--- src/rtl/regfile_dump.sv ---
// regfile_dump: parametrised register file with optional zero register,
// optional write-to-read bypass, asynchronous clear and a handshaked
// dump port that streams every register out in address order.

// One combinational read port. A port with BYPASS=0 and wr_en tied low
// gives a plain stored-value view; the dump path uses it that way.
module regfile_dump_rd #(
  parameter int DATA_W   = 32,
  parameter int ADDR_W   = 5,
  parameter int ZERO_REG = 1,
  parameter int BYPASS   = 1
) (
  input  logic [(1<<ADDR_W)-1:0][DATA_W-1:0] mem,
  input  logic [ADDR_W-1:0]                  addr,
  input  logic                               wr_en,
  input  logic [ADDR_W-1:0]                  wr_addr,
  input  logic [DATA_W-1:0]                  wr_data,
  output logic [DATA_W-1:0]                  rdata
);
  // Priority: hardwired zero beats bypass beats stored value.
  always_comb begin
    rdata = mem[addr];
    if (BYPASS != 0 && wr_en && wr_addr == addr) rdata = wr_data;
    if (ZERO_REG != 0 && addr == '0)             rdata = '0;
  end
endmodule

module regfile_dump #(
  parameter int DATA_W   = 32,
  parameter int ADDR_W   = 5,
  parameter int ZERO_REG = 1,
  parameter int BYPASS   = 1
) (
  input  logic              clk,
  input  logic              rst,
  input  logic              reg_write,
  input  logic [ADDR_W-1:0] write_register,
  input  logic [DATA_W-1:0] write_data,
  input  logic [ADDR_W-1:0] read_register_1,
  input  logic [ADDR_W-1:0] read_register_2,
  output logic [DATA_W-1:0] read_data_1,
  output logic [DATA_W-1:0] read_data_2,
  input  logic              dump_start,
  input  logic              dump_ready,
  output logic              dump_valid,
  output logic [ADDR_W-1:0] dump_addr,
  output logic [DATA_W-1:0] dump_data,
  output logic              dump_busy
);
  localparam int DEPTH  = 1 << ADDR_W;
  localparam int NUM_RD = 2;

  typedef struct packed {
    logic              en;
    logic [ADDR_W-1:0] addr;
    logic [DATA_W-1:0] data;
  } wr_req_t;

  typedef enum logic {IDLE, STREAM} state_t;

  logic [DEPTH-1:0][DATA_W-1:0]  mem;
  logic [NUM_RD-1:0][ADDR_W-1:0] rd_addr;
  logic [NUM_RD-1:0][DATA_W-1:0] rd_data;
  wr_req_t                       wr;
  state_t                        state_q, state_d;
  logic [ADDR_W-1:0]             idx_q, idx_d;

  assign wr = '{en: reg_write, addr: write_register, data: write_data};

  // Storage: async clear, register 0 write-protected when hardwired.
  always_ff @(posedge clk or posedge rst) begin
    if (rst)
      mem <= '0;
    else if (wr.en && !(ZERO_REG != 0 && wr.addr == '0))
      mem[wr.addr] <= wr.data;
  end

  assign rd_addr[0]  = read_register_1;
  assign rd_addr[1]  = read_register_2;
  assign read_data_1 = rd_data[0];
  assign read_data_2 = rd_data[1];

  for (genvar p = 0; p < NUM_RD; p++) begin : g_rd
    regfile_dump_rd #(
      .DATA_W(DATA_W), .ADDR_W(ADDR_W), .ZERO_REG(ZERO_REG), .BYPASS(BYPASS)
    ) u_rd (
      .mem    (mem),
      .addr   (rd_addr[p]),
      .wr_en  (wr.en),
      .wr_addr(wr.addr),
      .wr_data(wr.data),
      .rdata  (rd_data[p])
    );
  end

  // Dump view never bypasses: the beat reports what is stored at the
  // accepting edge, so a same-edge write to idx shows the old value.
  regfile_dump_rd #(
    .DATA_W(DATA_W), .ADDR_W(ADDR_W), .ZERO_REG(ZERO_REG), .BYPASS(0)
  ) u_dump_rd (
    .mem    (mem),
    .addr   (idx_q),
    .wr_en  (1'b0),
    .wr_addr('0),
    .wr_data('0),
    .rdata  (dump_data)
  );

  // Dump FSM state and index register.
  always_ff @(posedge clk or posedge rst) begin
    if (rst) begin
      state_q <= IDLE;
      idx_q   <= '0;
    end else begin
      state_q <= state_d;
      idx_q   <= idx_d;
    end
  end

  // Next state: start only from IDLE, advance on each accepted beat,
  // drop back to IDLE with idx cleared after the last register.
  always_comb begin
    state_d    = state_q;
    idx_d      = idx_q;
    dump_valid = 1'b0;
    case (state_q)
      IDLE: begin
        if (dump_start) begin
          state_d = STREAM;
          idx_d   = '0;
        end
      end
      STREAM: begin
        dump_valid = 1'b1;
        if (dump_ready) begin
          if (idx_q == '1) begin
            state_d = IDLE;
            idx_d   = '0;
          end else begin
            idx_d = idx_q + 1'b1;
          end
        end
      end
      default: begin
        state_d = IDLE;
        idx_d   = '0;
      end
    endcase
  end

  assign dump_addr = idx_q;
  assign dump_busy = dump_valid;
endmodule

--- config.mk ---
export PLATFORM = sky130hd
export DESIGN_NAME = regfile_dump
export DESIGN_NICKNAME = d
export VERILOG_FILES = /design/src/rtl/regfile_dump.sv
export SDC_FILE = /design/constraint.sdc
export NUM_CORES = 2
export LEC_CHECK = 0
export BUFFER_PORTS_ARGS = -buffer_cell sky130_fd_sc_hd__buf_2
export CAP_MARGIN = 20
export CORE_UTILIZATION = 50
export CTS_CLUSTER_DIAMETER = 30
export DETAILED_ROUTE_END_ITERATION = 10
export PLACE_DENSITY_LB_ADDON = 0.3
export SYNTH_ARGS = -nofsm -noshare
export SYNTH_HDL_FRONTEND = slang
export SYNTH_SLANG_ARGS = --single-unit
--- constraint.sdc ---
create_clock -name clk -period 28.1 [get_ports clk]
set_input_delay 1.405 -clock clk [delete_from_list [all_inputs] [get_ports clk]]
set_output_delay 1.405 -clock clk [all_outputs]
set_load 0.02 [all_outputs]
Word level (Yosys, flattened, before mapping)
Cells that the tools add are included.

Add/subtract/negate cells: 1. Order comparisons: 5. Eq/ne operators: 5. Multiplexer cells: 23. Bitwise operators: 1. Reductions and logical operators: 10.

Operator list (number): $bwmux W1024 (1); $bmux W32 S5 (3); $mux W32 (9); $demux W32 S5 (1); $lt A5 B6 Y1 const B (4); $logic_not A5 Y1 (4); $mux W5 (3); $eq A5 B5 Y1 (2); $pmux W5 S2 (1); $add A5 B1 Y5 const B (1); $eq A5 B5 Y1 const B (1); $ge A5 B1 Y1 const B (1); $logic_and A1 B1 Y1 (4); $mux W1 (4); $ne A2 B2 Y1 const B (2); $pmux W1 S2 (1); $reduce_and A2 Y1 (1); $logic_not A1 Y1 (1); $not A1 Y1 (1).

Flip-flop bits (word level): 1030. Input bits: 52.

Depth between registers and ports, before layout
Depth after elaboration: 5. Gate-level depth with buffers: 10. Depth with buffers taken out: 7.

Modules after synthesis
A second synthesis with hierarchy kept.

Cells, all modules: 4692. Area, all modules: 64976.1 um^2.

Modules (own cells, without submodules): regfile_dump (instances 1, cells each 2324, area an instance 38428.1 um^2, seq. area each 25774.7 um^2); regfile_dump_rd at g_rd[0].u_rd ... (instances 2, cells each 852, area an instance 9090.0 um^2, seq. area each 0.0 um^2); regfile_dump_rd at u_dump_rd (instances 1, cells each 664, area an instance 8368.0 um^2, seq. area each 0.0 um^2).

Worst setup path before layout
Ideal clock, no wire load.

Kind: in2out. From: in read_register_1[0]. To: out read_data_1[19]. Data arrival time: 3.081 ns. Slack: 23.614 ns. Cell stages on the path: 8. Path buffers: 3. Path through: buf_4 buf_6 buf_2 mux4_2 mux2i_1 nor3_1 a311oi_1 a21oi_1.

Cells in the longest elaborated chain, start to end: 4.

Ends and longest elaborated chain: from (decl) (RTL line 39) `input logic [ADDR_W-1:0] read_register_1,`; $bmux W32 S5 or $eq A5 B5 Y1 (tied branches) (RTL line 22, 23); $mux W32 (not written as such) or $logic_and A1 B1 Y1 (tied branches) (RTL line 22, 23); $mux W32 (RTL line 23) `if (BYPASS != 0 && wr_en && wr_addr == addr) rdata = wr_data;`; $mux W32 * (RTL line 24) `if (ZERO_REG != 0 && addr == '0) rdata = '0;`; to (decl) (RTL line 41) `output logic [DATA_W-1:0] read_data_1,`.

Every way passes the cells marked *; elsewhere a longest branch is shown, timed or not. The select of a mux whose other input is x is not followed.

Worst setup path after layout
From: in read_register_2[0]. To: out read_data_2[0].

Cells in the longest elaborated chain, start to end: 4.

Ends and longest elaborated chain: from (decl) (RTL line 40) `input logic [ADDR_W-1:0] read_register_2,`; $bmux W32 S5 or $eq A5 B5 Y1 (tied branches) (RTL line 22, 23); $mux W32 (not written as such) or $logic_and A1 B1 Y1 (tied branches) (RTL line 22, 23); $mux W32 (RTL line 23); $mux W32 * (RTL line 24); to (decl) (RTL line 42) `output logic [DATA_W-1:0] read_data_2,`.

Marked as above.

==> flow_summary.toml <==
[run_status]
status = "finished, final reports clean"

[run]
maxCapViolations = 0

[logic_synthesis]
synth_common_cells = "dfrtp_1, mux2_2, mux4_2"
yosys.area.top_type = "dfrtp_1"
synth.area.top_cells = "dfrtp_1, mux4_2, mux2_2"
netlist_area_um2 = 63200
syn_area_per_cell_um2 = 14.7
yosysTopAreaCellShare = 0.408
synthesis.nets = 4358
synth-edff-count = 0
yosysMostFrequentCell = "dfrtp_1"
synthDistinctLibCells = 57
ys_seq_area_frac = 0.408
ys_warn_count = 0
async_reset_ff_frac = 1.00
synth_cells = 4303
ys_ff_latch = 1030
synthFlopType = "dfrtp_1"

[worst_setup_path]
required_ns = 26.69
slowest_delay_ns = 0.84
critical_path.max_fanout = 49
path_cells = "buf_8, buf_4, buf_4, buf_4, mux4_2, a22oi_1, nand3_1, a32o_1, buf_2"
reg2regPathDepth = 7
cp_data_arrival_time_ns = 5.87
crit_path_end_kind = "primary output"
slowest_stage = "buf_4"
path_class = "in -> out"
startpoint_type = "primary input"
path_common_cell = "buf_4"

[timing]
hold_viol = 0
period_share = 0.259
worstMarginPinSlew_ns = 1.23
timing.fmax_mhz = 137
setup-tns-final_ns = 0
setup_ws_ns = 20.82
finClkSkew_ns = 0.00529
maxSlewHeadroom = 0.181
final-setup-viol-count = 0
maxSlewViolCount = 0
rsz0062_at_grt = "no"
whs_ns = 0.411
timing.final.crit_period_ns = 7.28

[pwr]
power_frac_clock = 0.410
ir_drop_mv = 0.0709
p_seq_frac = 0.312
p_leak_nw = 30.4
p_comb_frac = 0.278
power_w = 0.00671
netSwitchingPower_w = 0.00217
powerDensity_nw_per_um2 = 92.4
internal_power_w = 0.00454
switching_share = 0.324

[clock_network]
htree_levels = 4
clkLatencyLatePin_ns = 0.81
cts_inserted_buffers = 215
clk_pin_slew_ns = 0.05
cts_tree = "yes"
cts_root_buf = "clkbuf_16"
ctsLongestPathBuffers = 3
ctsResizeCount = 0
cts_setup_buffers = 0
hold_buffers = 0
numClockSinks = 1030

[place]
placement.io_buffers = 154
dpl.hpwl_um = 127000
dp_cells = 5676
dp_slack_ns = 20.80
place.gp.congestion = 0.881

[grt]
grt_usage = 0.366
grt-ovfl-total = 0
grt_max_degree = 166
grt_pass1_wl_um = 332000
first_global_vias = 45400
antenna_found_initial = 16

[final_layout]
fin_nets = 4304
stdcell_count = 6096
n_fill_cell = 9670
syn2layout_area_growth_pct = 14.9
seq_area_um2 = 25800
multi_input_area_um2 = 35100
drive_gt1_frac = 0.554

[floorplan]
initial_utilization = 0.504
die_y_um = 357
rows = 130
io_pins = 155
die_w_um = 357
fp.dieArea_um2 = 128000
fp.coreArea_um2 = 125000

[routing]
drt_first_pass_iters = 6
post-route-drc-count = 0
via_per_inst = 7.45
wl_per_cell_um = 37.8
antenna_left = 0
vias = 45400
drt_iter0_drc = 6177
wirelength_um = 231000

[min_path]
min_path_cells = 0
hold_class = "reg -> reg"
-- kinds of logic after synthesis --
| logic type | Yosys count | share of synthesized area |
|---|---|---|
| buffers and inverters | 560 | 0.0423 |
| xor gates and xnor gates | 10 | 0.00139 |
| adders and majority gates | 3 | 0.000594 |
| AOI/OAI and AO/OA | 519 | 0.0573 |
| and+or+nand+nor | 263 | 0.0200 |
| muxes | 1918 | 0.471 |
| DFF | 1030 | 0.408 |
-- registers in the layout (all words and copies together) (netlist names) --
signal / cells
mem: 1024
dump_addr: 5
state_q: 1
-- power by group through the flow --
stage          Combinational, W  Clock (W)  Sequential, W
5_1_grt                 0.00194    0.00283        0.00214
2_1_floorplan           0.00137          0        0.00197
3_5_place_dp            0.00182          0        0.00210
3_3_place_gp            0.00180          0        0.00208
6_report                0.00187    0.00275        0.00209
4_1_cts                 0.00183    0.00276        0.00208
-- cell usage in the layout (no fill, tap or decap), drive strengths merged, types with 30 or more instances in the layout --
master    instances
a211oi           30
a21oi            91
a22oi           147
buf             250
bufinv           37
clkbuf          254
clkinv           56
clkinvlp         31
dfrtp          1030
inv              65
mux2           1016
mux2i           162
mux4            740
nand2           129
nand3            32
nor2             32
o21ai            73
o22ai            43
-- per-stage QoR --
| step | cell area (um^2) | utilization |
|---|---|---|
| after floorplan | 63200 | - |
| after global placement | 64600 | 0.515 |
| after detailed placement | 64600 | 0.515 |
| after CTS | 72500 | 0.578 |
| after global routing | 72600 | 0.579 |
| final | 72600 | 0.579 |
-- routing by layer --
layer	vias up	GRT usage	share of wire
li1	17100	-	-
met3	865	0.152	0.15
met1	24000	0.483	0.37
met4	8	0.198	0.062
met5	-	0	0.00020
met2	3435	0.511	0.42
-- worst max-delay path: cells and delay by family --
kind            cells  cell delay (ns)
buf+inv             5             2.97
compound gates      2             0.66
mux                 1             0.60
simple gates        1             0.16
-- layout make-up --
type / count / share of cell area
Tap cell: 1650 / 0.0284
Antenna cell: 10 / 0.000345
Clock inverter: 151 / 0.0288
Clock buffer: 253 / 0.0795
Sequential cell: 1030 / 0.355
Inverter: 38 / 0.00202
Timing Repair Buffer: 251 / 0.0228
Multi-Input combinational cell: 2713 / 0.483
-- worst paths after layout --
| check | slack [ns] | start | end |
|---|---|---|---|
| setup / recovery | 20.82 | read_register_2[0] | read_data_2[0] |
| hold / removal | 0.41 | mem[31] | mem[31] |
| setup reg to reg | 25.21 | dump_addr[1] | dump_addr[3] |
| hold reg to reg | 0.41 | mem[31] | mem[31] |
| max in group asynchronous | 24.42 | rst | mem[5] |
| min in group asynchronous | 0.68 | rst | mem[306] |
Note: power is estimated with default switching activity, not from simulation.
